===== src/rtl/gpio_video_pkg.sv =====
// Shared definitions for the GPIO video transmit path.
// Holds the horizontal state encoding (including IDLE), the default raster timing
// and the physical link bit order {B,G,R} = {gpio14,gpio4,gpio0}.
package gpio_video_pkg;

  typedef enum logic [2:0] {
    H_ACTIVE_S,
    H_FP_S,
    H_SYNC_S,
    H_BP_S,
    IDLE_S
  } h_state_e;

  // Default 256x256 raster timing
  localparam int unsigned H_ACTIVE_DEF = 256;
  localparam int unsigned H_FP_DEF     = 16;
  localparam int unsigned H_SYNC_DEF   = 32;
  localparam int unsigned H_BP_DEF     = 16;
  localparam int unsigned V_ACTIVE_DEF = 256;
  localparam int unsigned V_FP_DEF     = 4;
  localparam int unsigned V_SYNC_DEF   = 4;
  localparam int unsigned V_BP_DEF     = 8;
  localparam int unsigned PIX_DIV_DEF  = 2;

  // Bit positions inside pix_data / tx_data
  localparam int unsigned LINK_R_BIT = 0;
  localparam int unsigned LINK_G_BIT = 1;
  localparam int unsigned LINK_B_BIT = 2;

  // Board GPIO pins that carry each colour bit
  localparam int unsigned GPIO_R_PIN = 0;
  localparam int unsigned GPIO_G_PIN = 4;
  localparam int unsigned GPIO_B_PIN = 14;

  // Counter width helper; never returns 0 so a divide-by-1 still gets a 1-bit register
  function automatic int unsigned clog2_min1(input int unsigned value);
    return (value > 1) ? $clog2(value) : 1;
  endfunction

endpackage


===== src/rtl/gpio_video_timing.sv =====
// Raster timing generator: pixel-tick divider, horizontal FSM and vertical line counter.
// Ports:
//   clock, reset_n  system clock, asynchronous active-low reset
//   enable          start a frame from IDLE / chain the next frame at end of frame
//   col             position within the line (0..H_TOTAL-1)
//   row             line within the frame (0..V_TOTAL-1)
//   active          current position is a visible pixel of a visible row
//   hsync, vsync    active-high sync levels for the current position
//   tick            one clock per pixel; qualifies all positional outputs
//   running         a frame is being scanned (FSM not in IDLE)
module gpio_video_timing
  import gpio_video_pkg::*;
#(
  parameter int unsigned H_ACTIVE = H_ACTIVE_DEF,
  parameter int unsigned H_FP     = H_FP_DEF,
  parameter int unsigned H_SYNC   = H_SYNC_DEF,
  parameter int unsigned H_BP     = H_BP_DEF,
  parameter int unsigned V_ACTIVE = V_ACTIVE_DEF,
  parameter int unsigned V_FP     = V_FP_DEF,
  parameter int unsigned V_SYNC   = V_SYNC_DEF,
  parameter int unsigned V_BP     = V_BP_DEF,
  parameter int unsigned PIX_DIV  = PIX_DIV_DEF,
  localparam int unsigned H_TOTAL = H_ACTIVE + H_FP + H_SYNC + H_BP,
  localparam int unsigned V_TOTAL = V_ACTIVE + V_FP + V_SYNC + V_BP,
  localparam int unsigned HW      = clog2_min1(H_TOTAL),
  localparam int unsigned VW      = clog2_min1(V_TOTAL)
) (
  input  logic          clock,
  input  logic          reset_n,
  input  logic          enable,
  output logic [HW-1:0] col,
  output logic [VW-1:0] row,
  output logic          active,
  output logic          hsync,
  output logic          vsync,
  output logic          tick,
  output logic          running
);

  localparam int unsigned DW = clog2_min1(PIX_DIV);

  localparam logic [DW-1:0] DIV_LAST     = DW'(PIX_DIV - 1);
  localparam logic [HW-1:0] H_ACT_LAST   = HW'(H_ACTIVE - 1);
  localparam logic [HW-1:0] H_FP_LAST    = HW'(H_ACTIVE + H_FP - 1);
  localparam logic [HW-1:0] H_SYNC_LAST  = HW'(H_ACTIVE + H_FP + H_SYNC - 1);
  localparam logic [HW-1:0] H_LAST       = HW'(H_TOTAL - 1);
  localparam logic [VW-1:0] V_ACT_END    = VW'(V_ACTIVE);
  localparam logic [VW-1:0] V_SYNC_FIRST = VW'(V_ACTIVE + V_FP);
  localparam logic [VW-1:0] V_SYNC_END   = VW'(V_ACTIVE + V_FP + V_SYNC);
  localparam logic [VW-1:0] V_LAST       = VW'(V_TOTAL - 1);

  h_state_e      state_q;
  logic [DW-1:0] div_q;
  logic [HW-1:0] col_q;
  logic [VW-1:0] row_q;

  assign running = (state_q != IDLE_S);
  assign tick    = running && (div_q == '0);
  assign col     = col_q;
  assign row     = row_q;
  assign active  = (state_q == H_ACTIVE_S) && (row_q < V_ACT_END);
  assign hsync   = (state_q == H_SYNC_S);
  assign vsync   = running && (row_q >= V_SYNC_FIRST) && (row_q < V_SYNC_END);

  always_ff @(posedge clock or negedge reset_n) begin
    if (!reset_n) begin
      state_q <= IDLE_S;
      div_q   <= '0;
      col_q   <= '0;
      row_q   <= '0;
    end else if (state_q == IDLE_S) begin
      // Counters parked at row 0 / pixel 0 so the first tick after start is that pixel
      div_q <= '0;
      col_q <= '0;
      row_q <= '0;
      if (enable) state_q <= H_ACTIVE_S;
    end else begin
      div_q <= (div_q == DIV_LAST) ? '0 : div_q + 1'b1;
      if (tick) begin
        col_q <= (col_q == H_LAST) ? '0 : col_q + 1'b1;
        case (state_q)
          H_ACTIVE_S: if (col_q == H_ACT_LAST) state_q <= H_FP_S;
          H_FP_S:     if (col_q == H_FP_LAST) state_q <= H_SYNC_S;
          H_SYNC_S:   if (col_q == H_SYNC_LAST) state_q <= H_BP_S;
          H_BP_S: begin
            if (col_q == H_LAST) begin
              if (row_q == V_LAST) begin
                row_q   <= '0;
                // Back-to-back frames while enabled; otherwise stop cleanly at frame end
                state_q <= enable ? H_ACTIVE_S : IDLE_S;
              end else begin
                row_q   <= row_q + 1'b1;
                state_q <= H_ACTIVE_S;
              end
            end
          end
          default: state_q <= IDLE_S;
        endcase
      end
    end
  end

endmodule


===== src/rtl/gpio_video_tx.sv =====
// Transmit side of the 3-bit GPIO video link.
// Pulls {B,G,R} pixels over a valid/ready stream and serialises a raster with blanking
// and active-low syncs. All pixel-side outputs are registered and mutually aligned,
// one clock after the pixel is accepted.
// Optional feature: define GPIO_TX_TEST_PATTERN_EN to add the test_pattern input
// (8 colour bars from col[7:5], stream input ignored, sampled at each line start).
// Ports:
//   clock, reset_n   system clock, asynchronous active-low reset
//   enable           start and continue frames
//   test_pattern     (GPIO_TX_TEST_PATTERN_EN only) colour-bar mode for the line
//   pix_data         {B,G,R} pixel from upstream
//   pix_valid        pix_data is valid
//   pix_ready        pixel accepted this cycle when pix_valid=1
//   tx_data          GPIO pixel bits, 0 outside the active area
//   tx_hsync_n       horizontal sync, active low
//   tx_vsync_n       vertical sync, active low
//   frame_start      1-cycle pulse with the first active pixel of a frame
//   underflow        sticky: an active pixel went out with no valid input
//   busy             a frame is in progress
module gpio_video_tx
  import gpio_video_pkg::*;
#(
  parameter int unsigned H_ACTIVE = H_ACTIVE_DEF,
  parameter int unsigned H_FP     = H_FP_DEF,
  parameter int unsigned H_SYNC   = H_SYNC_DEF,
  parameter int unsigned H_BP     = H_BP_DEF,
  parameter int unsigned V_ACTIVE = V_ACTIVE_DEF,
  parameter int unsigned V_FP     = V_FP_DEF,
  parameter int unsigned V_SYNC   = V_SYNC_DEF,
  parameter int unsigned V_BP     = V_BP_DEF,
  parameter int unsigned PIX_DIV  = PIX_DIV_DEF,
  localparam int unsigned H_TOTAL = H_ACTIVE + H_FP + H_SYNC + H_BP,
  localparam int unsigned V_TOTAL = V_ACTIVE + V_FP + V_SYNC + V_BP,
  localparam int unsigned HW      = clog2_min1(H_TOTAL),
  localparam int unsigned VW      = clog2_min1(V_TOTAL)
) (
  input  logic       clock,
  input  logic       reset_n,
  input  logic       enable,
`ifdef GPIO_TX_TEST_PATTERN_EN
  input  logic       test_pattern,
`endif
  input  logic [2:0] pix_data,
  input  logic       pix_valid,
  output logic       pix_ready,
  output logic [2:0] tx_data,
  output logic       tx_hsync_n,
  output logic       tx_vsync_n,
  output logic       frame_start,
  output logic       underflow,
  output logic       busy
);

  logic [HW-1:0] col;
  logic [VW-1:0] row;
  logic          active;
  logic          hsync;
  logic          vsync;
  logic          tick;
  logic          running;

  gpio_video_timing #(
    .H_ACTIVE (H_ACTIVE),
    .H_FP     (H_FP),
    .H_SYNC   (H_SYNC),
    .H_BP     (H_BP),
    .V_ACTIVE (V_ACTIVE),
    .V_FP     (V_FP),
    .V_SYNC   (V_SYNC),
    .V_BP     (V_BP),
    .PIX_DIV  (PIX_DIV)
  ) u_timing (
    .clock   (clock),
    .reset_n (reset_n),
    .enable  (enable),
    .col     (col),
    .row     (row),
    .active  (active),
    .hsync   (hsync),
    .vsync   (vsync),
    .tick    (tick),
    .running (running)
  );

  logic line_start;
  logic tp_line;
  logic pix_tick;

  assign line_start = tick && (col == '0);

`ifdef GPIO_TX_TEST_PATTERN_EN
  logic tp_line_q;

  always_ff @(posedge clock or negedge reset_n) begin
    if (!reset_n) begin
      tp_line_q <= 1'b0;
    end else if (line_start) begin
      tp_line_q <= test_pattern;
    end
  end

  // Pixel 0 of a line uses the live input; the rest of the line uses the sampled copy
  assign tp_line = line_start ? test_pattern : tp_line_q;
`else
  assign tp_line = 1'b0;
`endif

  assign pix_tick  = tick && active;
  assign pix_ready = pix_tick && !tp_line;

  logic [2:0] data_d;

  always_comb begin
    data_d = '0;
    if (pix_tick) begin
      if (tp_line) begin
        data_d = col[7:5];
      end else if (pix_valid) begin
        data_d = pix_data;
      end
    end
  end

  logic [2:0] tx_data_q;
  logic       hsync_n_q;
  logic       vsync_n_q;
  logic       frame_start_q;
  logic       underflow_q;
  logic       busy_q;

  // Outputs only change on ticks, so each pixel holds for PIX_DIV clocks and the
  // blanking values of the last BP pixel are what remains visible in IDLE.
  always_ff @(posedge clock or negedge reset_n) begin
    if (!reset_n) begin
      tx_data_q     <= '0;
      hsync_n_q     <= 1'b1;
      vsync_n_q     <= 1'b1;
      frame_start_q <= 1'b0;
      underflow_q   <= 1'b0;
      busy_q        <= 1'b0;
    end else begin
      frame_start_q <= 1'b0;
      if (!running) busy_q <= 1'b0;
      if (tick) begin
        tx_data_q     <= data_d;
        hsync_n_q     <= !hsync;
        vsync_n_q     <= !vsync;
        frame_start_q <= pix_tick && (col == '0) && (row == '0);
        busy_q        <= 1'b1;
        if (pix_tick && !tp_line && !pix_valid) underflow_q <= 1'b1;
      end
    end
  end

  assign tx_data     = tx_data_q;
  assign tx_hsync_n  = hsync_n_q;
  assign tx_vsync_n  = vsync_n_q;
  assign frame_start = frame_start_q;
  assign underflow   = underflow_q;
  assign busy        = busy_q;

endmodule


===== config.mk =====
export PLATFORM = sky130hd
export DESIGN_NAME = gpio_video_tx
export DESIGN_NICKNAME = d
export VERILOG_FILES = /design/src/rtl/gpio_video_pkg.sv /design/src/rtl/gpio_video_timing.sv /design/src/rtl/gpio_video_tx.sv
export SDC_FILE = /design/constraint.sdc
export NUM_CORES = 1
export LEC_CHECK = 0
export ABC_AREA = 1
export CORE_ASPECT_RATIO = 1.75
export CORE_MARGIN = 8
export CORE_UTILIZATION = 50
export CTS_CLUSTER_DIAMETER = 60
export CTS_CLUSTER_SIZE = 12
export DETAILED_ROUTE_END_ITERATION = 10
export HOLD_SLACK_MARGIN = 0.05
export PLACE_DENSITY = 0.76
export SYNTH_ARGS = -nofsm -noshare
export SYNTH_HDL_FRONTEND = slang
export SYNTH_SLANG_ARGS = --single-unit

===== constraint.sdc =====
create_clock -name clock -period 3.1 [get_ports clock]
set_input_delay 0.775 -clock clock [delete_from_list [all_inputs] [get_ports clock]]
set_output_delay 0.775 -clock clock [all_outputs]
set_load 0.03 [all_outputs]

==> Yosys cells after proc, flatten, opt, wreduce, memory -nomap -nowiden <==
Cells that the tools add are included.
{ "word_totals": {"ff_bits": 30, "output_inout_bits": 9, "word_cells": 78} }
{ "classes": {"add_sub_neg": 3, "n_lt_le_gt_ge": 3, "n_eq_ne": 16, "mux": 25, "bitwise": 1, "reduce_logical": 20} }
{ "op_table": {"columns": ["cell", "n"], "rows": [
  ["9-bit 2-to-1 mux", 8],
  ["9-bit equality test (second input constant)", 4],
  ["3-bit 2-to-1 mux", 11],
  ["9-bit by 1-bit adder with 9-bit output (second input constant)", 2],
  ["9-bit logical NOT", 2],
  ["9-bit less-than comparator (second input constant)", 2],
  ["3-bit case mux with 4 select lines", 1],
  ["9-bit by 8-bit equality test with 1-bit output (second input constant)", 1],
  ["9-bit greater-or-equal comparator (second input constant)", 1],
  ["3-bit by 1-bit inequality test with 1-bit output (second input constant)", 3],
  ["1-bit logical AND", 8],
  ["3-bit by 2-bit equality test with 1-bit output (second input constant)", 2],
  ["3-bit inequality test (second input constant)", 2],
  ["6-bit AND reduction", 1],
  ["2-bit nonzero test", 3],
  ["1-bit 2-to-1 mux", 5],
  ["2-bit inequality test (second input constant)", 2],
  ["3-bit by 1-bit equality test with 1-bit output (second input constant)", 1],
  ["3-bit equality test (second input constant)", 1],
  ["1-bit logical NOT", 3],
  ["3-bit logical NOT", 1],
  ["3-bit AND reduction", 1],
  ["2-bit AND reduction", 1],
  ["1-bit adder (second input constant)", 1],
  ["1-bit inverter", 1]
]} }

==> Depth between registers and ports, before layout <==
Gate-level depths: netlist of the first run.
{ "logic_depth": {"word_depth": 6, "mapped_depth": 13, "ltp_nobuf": 13} }

==> By module <==
A second synthesis of the first run with hierarchy kept.
{ "unflattened": {"cells_unflattened": 225, "hier_area_um2": 1720.4} }
{ "by_module_without_submodules": {"columns": ["mod", "instances", "cells_each", "area_per_inst_um2", "seq_area_each_um2"], "rows": [
  ["gpio_video_timing", 1, 182, 1358.8, 551.8],
  ["gpio_video_tx", 1, 43, 361.6, 202.7]
]} }

==> Worst setup path after synthesis of the first run <==
OpenSTA, ideal clock, no wires.
{ "synth_timing": {"kind": "reg2out", "start": "register u_timing.state_q[0]", "end": "output port pix_ready", "t_arrival_ns": 1.091, "path_slack_ns": 1.234, "path_stages_with_launch": 7, "cell_sequence": "dfrtp_1 nor2_4 nand2_4 inv_2 nor2_4 nand3_2 inv_1"} }
{ "synth_between": {"elab_chain_cells": 3} }
{ "synth_lines": {"columns": ["item", "line_no", "rtl"], "rows": [
  ["start, declared", "gpio_video_timing.sv:52", "h_state_e state_q;"],
  ["start signal, assigned", "gpio_video_timing.sv:90", "state_q <= enable ? H_ACTIVE_S : IDLE_S;"],
  ["3-bit inequality test", "gpio_video_timing.sv:57", "assign running = (state_q != IDLE_S);"],
  ["1-bit logical AND", "gpio_video_timing.sv:58", "assign tick = running && (div_q == '0);"],
  ["via tick", "gpio_video_tx.sv:59", "logic tick;"],
  ["1-bit logical AND", "gpio_video_tx.sv:108", "assign pix_tick = tick && active;"],
  ["end, declared", "gpio_video_tx.sv:45", "output logic pix_ready,"]
]} }
The timed path passes the listed nets, and every way through them passes these cells.

==> Worst setup path after layout of the first run <==
Ends and elaborated chain as after synthesis.

==> results.tsv, run 1 <==
metric	value	unit
wl_per_cell	13.34	um
cp_top_family	buffers and inverters	
cts.sink_count	30	
synth_edf_count	0	
vdd_drop_max	0.3222	mV
hold_ws	0.4733	ns
seqPwrFrac	52.9	%
cp_data_arrival_time	2.05	ns
hold_buffers	0	
gp_congestion	0.8476	
n_antenna_cell	0	
fp.dieW	60.44	um
path_max_fanout	9	
critPathLaunchType	register	
rows	28	
rrSetupSlack	1.12	ns
fin_crit	2.823	ns
cts_tree	yes	
final.fill_count	328	
die_y	93.77	um
drtIter0Drc	41	
synthCells	226	
portBuffers	15	
cp_common_cell	nor2_4	
avgSynthCellArea	7.646	um^2
p_int	584.5	uW
cts_buffers	5	
stdcell_area	2029	um^2
antenna_found_initial	0	
outcome	completed	
die_area	5667	um^2
crit_chain	nor2_4, nand2_4, inv_2, nor2_4, nand3_2, inv_1, clkdlybuf4s50_1	
endpoint_kind	output port	
track_usage	16.27	%
clk_path_buf_depth	2	
regArea	754.5	um^2
dpl_cell_area	1938	um^2
critical_path.slowest_cell	clkdlybuf4s50_1	
p_leak	0.9880	nW
setup_violations	0	
synth_commonest_cells	56 x nand2_1, 33 x inv_1, 27 x dfrtp_1	
synthDistinctLibCells	29	
start_util	51.38	%
dr.pass1.iters	4	
rsz0062_at_grt	false	
power.switching	161.8	uW
cap_viol_max_count	0	
grt_pass1_vias	1563	
drive_gt1_share	9.600	%
totalWireLength	3935	um
post_cts.repair.setup_buffers	0	
via_per_inst	5.166	
yosys.area.top_type	dfrtp_1	
worst-path-buf-inv	3	
hold_violations	0	
grt_overflow	0	
multi_input_area	834.6	um^2
ys.flop_type	dfrtp_1	
synthesis.area	1728	um^2
netlist.area_leader.share	39.10	%
vias	1524	
htree_num_levels	2	
clk_pin_slew	0.07	ns
synth_seq_cells	30	
setup-tns-final	0	ns
cpPeakStageDelay	0.67	ns
core-area	3363	um^2
hold_path_class	reg2reg	
clockPowerShare	43.4	%
required	2.32	ns
route.detailed.drc	0	
power_frac_comb	3.7	%
fmaxAchievable	0.3542	GHz
finClkSkew	0.005941	ns
path_class	reg2out	
cts_root_buffer	clkbuf_8	
async_flop_share	100.0	%
powerDensity	367.7	nW/um^2
ctsResizeCount	0	
grt_pass1_wl	7051	um
p_sw_share	21.68	%
slew_viol_final	0	
nets	261	
max_slew_margin	72.85	%
hpwl	2991	um
syn-num-nets	238	
yosys-top-cells-area	dfrtp_1 39%, nand2_1 12%, inv_1 7.2%	
grt_start_max_net_pins	31	
post-route-period-util	91.08	%
synth_most_common_cell	nand2_1	
drt.antenna.violating_nets	0	
io_pins	16	
synth_seq_area_share	43.66	%
tightestPinTransition	0.4035	ns
area.growth.synth_to_final	17.45	%
yosysWarnings	0	
clock_latency	0.28	ns
-- stage by stage --
step	power, mW	std cells	utilization [%]	setup WS [ns]
after floorplan	0.4085	226	-	1.234
after CTS	0.7562	295	60.34	0.2592
after detailed placement	0.4300	287	57.63	0.5729
after global placement	0.4298	287	57.63	0.6162
after global routing	0.7774	295	60.34	0.1459
final	0.7463	295	60.34	0.2765
-- per-layer routing --
layer | track usage, % | up-vias | routed length (um)
met2 | 28.58 | 21 | 2173
met3 | 3.841 | 13 | 117
met1 | 16.28 | 722 | 1515
met4 | 10.18 | 0 | 129
met5 | 0 | - | 0
li1 | - | 768 | -
-- kinds of logic after synthesis --
logic type | Yosys count | share of synthesized area (%)
buffers and inverters | 35 | 8.037
AND/OR/NAND/NOR | 125 | 33.60
XOR/XNOR | 4 | 2.028
adder cells (fa/ha/maj) | 5 | 3.621
AO/OA/AOI/OAI | 27 | 9.051
flip-flops | 30 | 43.66
-- cell type report --
class | count | area share (%)
clock inverters | 1 | 0.2466
clock buffers | 7 | 4.254
well taps | 45 | 2.774
multi-input cells | 161 | 41.12
flip-flops and latches | 30 | 37.18
inverters | 34 | 6.289
repair buffers | 17 | 8.138
-- flip-flops by register name, summed over array words and instances (netlist names) --
register	flops
tx_data	3
tx_vsync_n	1
frame_start	1
u_timing.div_q	1
busy	1
u_timing.state_q	3
underflow	1
tx_hsync_n	1
u_timing.row	9
u_timing.col	9
-- worst register-to-register path, stage by stage, from the launching register on --
cell and delay, ns:
dfrtp_1 0.41, ha_1 0.27, nand3_2 0.13, nor2_4 0.13, nand3_1 0.11, nor2_1 0.12
ha_1 0.16, nand3b_1 0.10, nand3_1 0.10, inv_1 0.07, nand2_1 0.04, nor2_1 0.16
nand2_1 0.08, nand2_1 0.06
-- worst paths after layout --
| kind | to | start | depth (start not counted) |
|---|---|---|---|
| min in group asynchronous | u_timing.row[0]$_DFFE_PN0P_ | reset_n | 2 |
| worst max register to register | u_timing.state_q[0]$_DFFE_PN0P_ | u_timing.col[0]$_DFFE_PN0P_ | 13 |
| max in group asynchronous | tx_vsync_n$_DFFE_PN1P_ | reset_n | 2 |
| worst max-delay path | pix_ready | u_timing.state_q[0]$_DFFE_PN0P_ | 7 |
| worst min-delay path | tx_hsync_n$_DFFE_PN1P_ | tx_hsync_n$_DFFE_PN1P_ | 2 |
| worst min register to register | tx_hsync_n$_DFFE_PN1P_ | tx_hsync_n$_DFFE_PN1P_ | 2 |
-- power by group through the flow --
stage / clock network, mW / registers (mW) / logic [mW]
after floorplan: 0 / 0.406 / 0.00255
after global placement: 0 / 0.402 / 0.0280
after detailed placement: 0 / 0.402 / 0.0281
after CTS: 0.333 / 0.395 / 0.0282
after global routing: 0.352 / 0.395 / 0.0305
final: 0.324 / 0.395 / 0.0273
-- placed cells by master, fill, tap and decap left out, types with 2 or more instances in the layout --
master and instances:
inv_1 33, ha_1 5, xor2_1 3, nor2_1 26, nand2_2 2, clkdlybuf4s50_1 15, nor2_4 3, dfstp_2 3
nand4_1 6, a21oi_1 4, nor3b_1 3, nand3_1 20, o21ai_0 7, o22ai_1 5, nor3_1 3, buf_4 2
clkbuf_8 6, o21ai_1 6, nand3_2 2, dfrtp_1 27, nand2_1 56, o21bai_1 2
No activity file was read; power rests on OpenSTA's default activity.
==> run 2, diff against run 1 <==
--- a/config.mk
+++ b/config.mk
@@ -14,6 +14,7 @@
 export DETAILED_ROUTE_END_ITERATION = 10
 export HOLD_SLACK_MARGIN = 0.05
 export PLACE_DENSITY = 0.76
+export SLEW_MARGIN = 20
 export SYNTH_ARGS = -nofsm -noshare
 export SYNTH_HDL_FRONTEND = slang
 export SYNTH_SLANG_ARGS = --single-unit
==> results of run 2 <==
The final DEF is identical to that of run 1; final timing and power are the same.
==> run 3, diff against run 2 <==
--- a/config.mk
+++ b/config.mk
@@ -8,12 +8,12 @@
 export ABC_AREA = 1
 export CORE_ASPECT_RATIO = 1.75
 export CORE_MARGIN = 8
-export CORE_UTILIZATION = 50
+export CORE_UTILIZATION = 61
 export CTS_CLUSTER_DIAMETER = 60
 export CTS_CLUSTER_SIZE = 12
 export DETAILED_ROUTE_END_ITERATION = 10
 export HOLD_SLACK_MARGIN = 0.05
-export PLACE_DENSITY = 0.76
+export PLACE_DENSITY = 0.89
 export SLEW_MARGIN = 20
 export SYNTH_ARGS = -nofsm -noshare
 export SYNTH_HDL_FRONTEND = slang
==> run 3 against run 2 <==
Against the previous run: die area decreased by 14%; hold slack about the same; final cell count decreased by 6.4%; count of clock-buffer cells in the layout increased by 1; clock skew increased by 0.0041 ns; critical path depth unchanged; sequential share of layout area increased by 0.77 points; first-iteration DRC count increased by 66%; largest power group unchanged; clock power decreased by 6.5%; utilization increased by 14 points; combinational power about the same; highest routed layer unchanged.
==> results.tsv, run 3 (synthesized netlist as in run 1, its figures left out) <==
metric	value	unit
endpoint_kind	output port	
grt_pass1_wl	6630	um
vdd_drop_max	0.3102	mV
gp_congestion	0.8791	
drtIter0Drc	68	
n_antenna_cell	0	
path_max_fanout	9	
cap_viol_max_count	0	
grt_overflow	0	
fin_crit	2.834	ns
die_area	4859	um^2
cts_tree	yes	
seqPwrFrac	54.4	%
layout_commonest_cell	nand2_1	
vias	1534	
final_cell_mix	56 x nand2_1, 33 x inv_1, 27 x dfrtp_1	
slew_viol_final	0	
totalWireLength	3823	um
wl_per_cell	13.85	um
p_leak	0.9738	nW
start_util	64.23	%
htree_num_levels	2	
required	2.32	ns
power.switching	160.4	uW
setup_violations	0	
cts_buffers	5	
fmaxAchievable	0.3529	GHz
min_path_cells	2	
nets	260	
rrSetupSlack	1.01	ns
post_cts.repair.setup_buffers	0	
totalPowerFinal	725.3	uW
antenna_found_initial	0	
hold_violations	0	
hpwl	2909	um
track_usage	16.98	%
setup-tns-final	0	ns
clk_path_buf_depth	2	
route.detailed.drc	0	
hp-start	tx_vsync_n$_DFFE_PN1P_	
clk_pin_slew	0.06	ns
drive_gt1_share	8.434	%
outcome	completed	
path_class	reg2out	
hold_buffers	0	
area.growth.synth_to_final	15.06	%
finalNonFillerCells	276	
critPathLaunchType	register	
rsz0062_at_grt	false	
ctsResizeCount	0	
finClkSkew	0.01003	ns
max_slew_margin	68.20	%
place_inst	268	
p_int	564.9	uW
rows	25	
min_to	tx_vsync_n$_DFFE_PN1P_	
rr_worst_depth	13	
drt.antenna.violating_nets	0	
cts.sink_count	30	
r2r-start	u_timing.col[0]$_DFFE_PN0P_	
io_pins	16	
clock_latency	0.29	ns
p_sw_share	22.11	%
cts_root_buffer	clkbuf_8	
power_frac_comb	3.7	%
core-area	2690	um^2
portBuffers	15	
cp_data_arrival_time	2.06	ns
post-route-period-util	91.42	%
clockPowerShare	41.8	%
final_core_util	73.91	%
r2r_end	u_timing.state_q[1]$_DFFE_PN0P_	
die_y	86.41	um
grt_pass1_vias	1551	
grt_start_max_net_pins	31	
hold_path_class	reg2reg	
powerDensity	364.8	nW/um^2
dr.pass1.iters	4	
fp.dieW	56.23	um
tightestPinTransition	0.4770	ns
via_per_inst	5.558	
## run 3: cell types whose count changed in the layout (fill, tap and decap cells not counted), sizes merged
cell and change:
buf -1, clkbuf +1, clkinv -1
## run 3: worst max-delay path by stage
stage | start | endpoint | slack, ns | cells after the start
after global routing | u_timing.state_q[0]$_DFFE_PN0P_ | pix_ready | 0.15 | 7
after global placement | u_timing.state_q[0]$_DFFE_PN0P_ | pix_ready | 0.62 | 7
final | u_timing.state_q[0]$_DFFE_PN0P_ | pix_ready | 0.27 | 7
after CTS | u_timing.state_q[0]$_DFFE_PN0P_ | pix_ready | 0.26 | 7
after floorplan | u_timing.state_q[0]$_DFFE_PN0P_ | pix_ready | 1.23 | 6
after detailed placement | u_timing.state_q[0]$_DFFE_PN0P_ | pix_ready | 0.57 | 7
## run 3: power by group through the flow
| stage | clock network (mW) | logic, mW | registers, mW |
|---|---|---|---|
| floorplan | 0 | 0.00255 | 0.406 |
| global placement | 0 | 0.0278 | 0.402 |
| detailed placement | 0 | 0.0280 | 0.402 |
| CTS | 0.307 | 0.0280 | 0.395 |
| global route | 0.320 | 0.0306 | 0.395 |
| finish | 0.303 | 0.0271 | 0.395 |
## run 3: critical path, stage by stage (launching register included)
cell and delay, ns:
dfrtp_1 0.44, nor2_4 0.07, nand2_4 0.12, inv_2 0.08, nor2_4 0.14, nand3_2 0.16
inv_1 0.09, clkdlybuf4s50_1 0.67
## run 3: area by class of cell
class / count / area [um^2]
Clock buffer: 8 / 80.08
Fill cell: 207 / 701.9
Inverter: 34 / 127.6
Sequential cell: 30 / 754.5
Tap cell: 27 / 33.78
Multi-Input combinational cell: 161 / 834.6
Timing Repair Buffer: 16 / 157.7
## run 3: routing by layer
| layer | vias to the layer above | routed length (um) | GRT usage (%) |
|---|---|---|---|
| li1 | 773 | - | - |
| met1 | 715 | 1402 | 15.69 |
| met2 | 33 | 2113 | 31.51 |
| met3 | 13 | 180 | 4.978 |
| met4 | 0 | 127 | 9.890 |
| met5 | - | 0 | 0 |
## run 3: through the flow
step | worst slack (ns) | hold WS [ns] | instance area (um^2)
after detailed placement | 0.5678 | 0.4637 | 1908
after global routing | 0.1548 | 0.5093 | 1988
final | 0.2660 | 0.4729 | 1988
after CTS | 0.2595 | 0.4730 | 1988
after global placement | 0.6224 | 0.4616 | 1908
after floorplan | 1.234 | 0.4794 | 1728
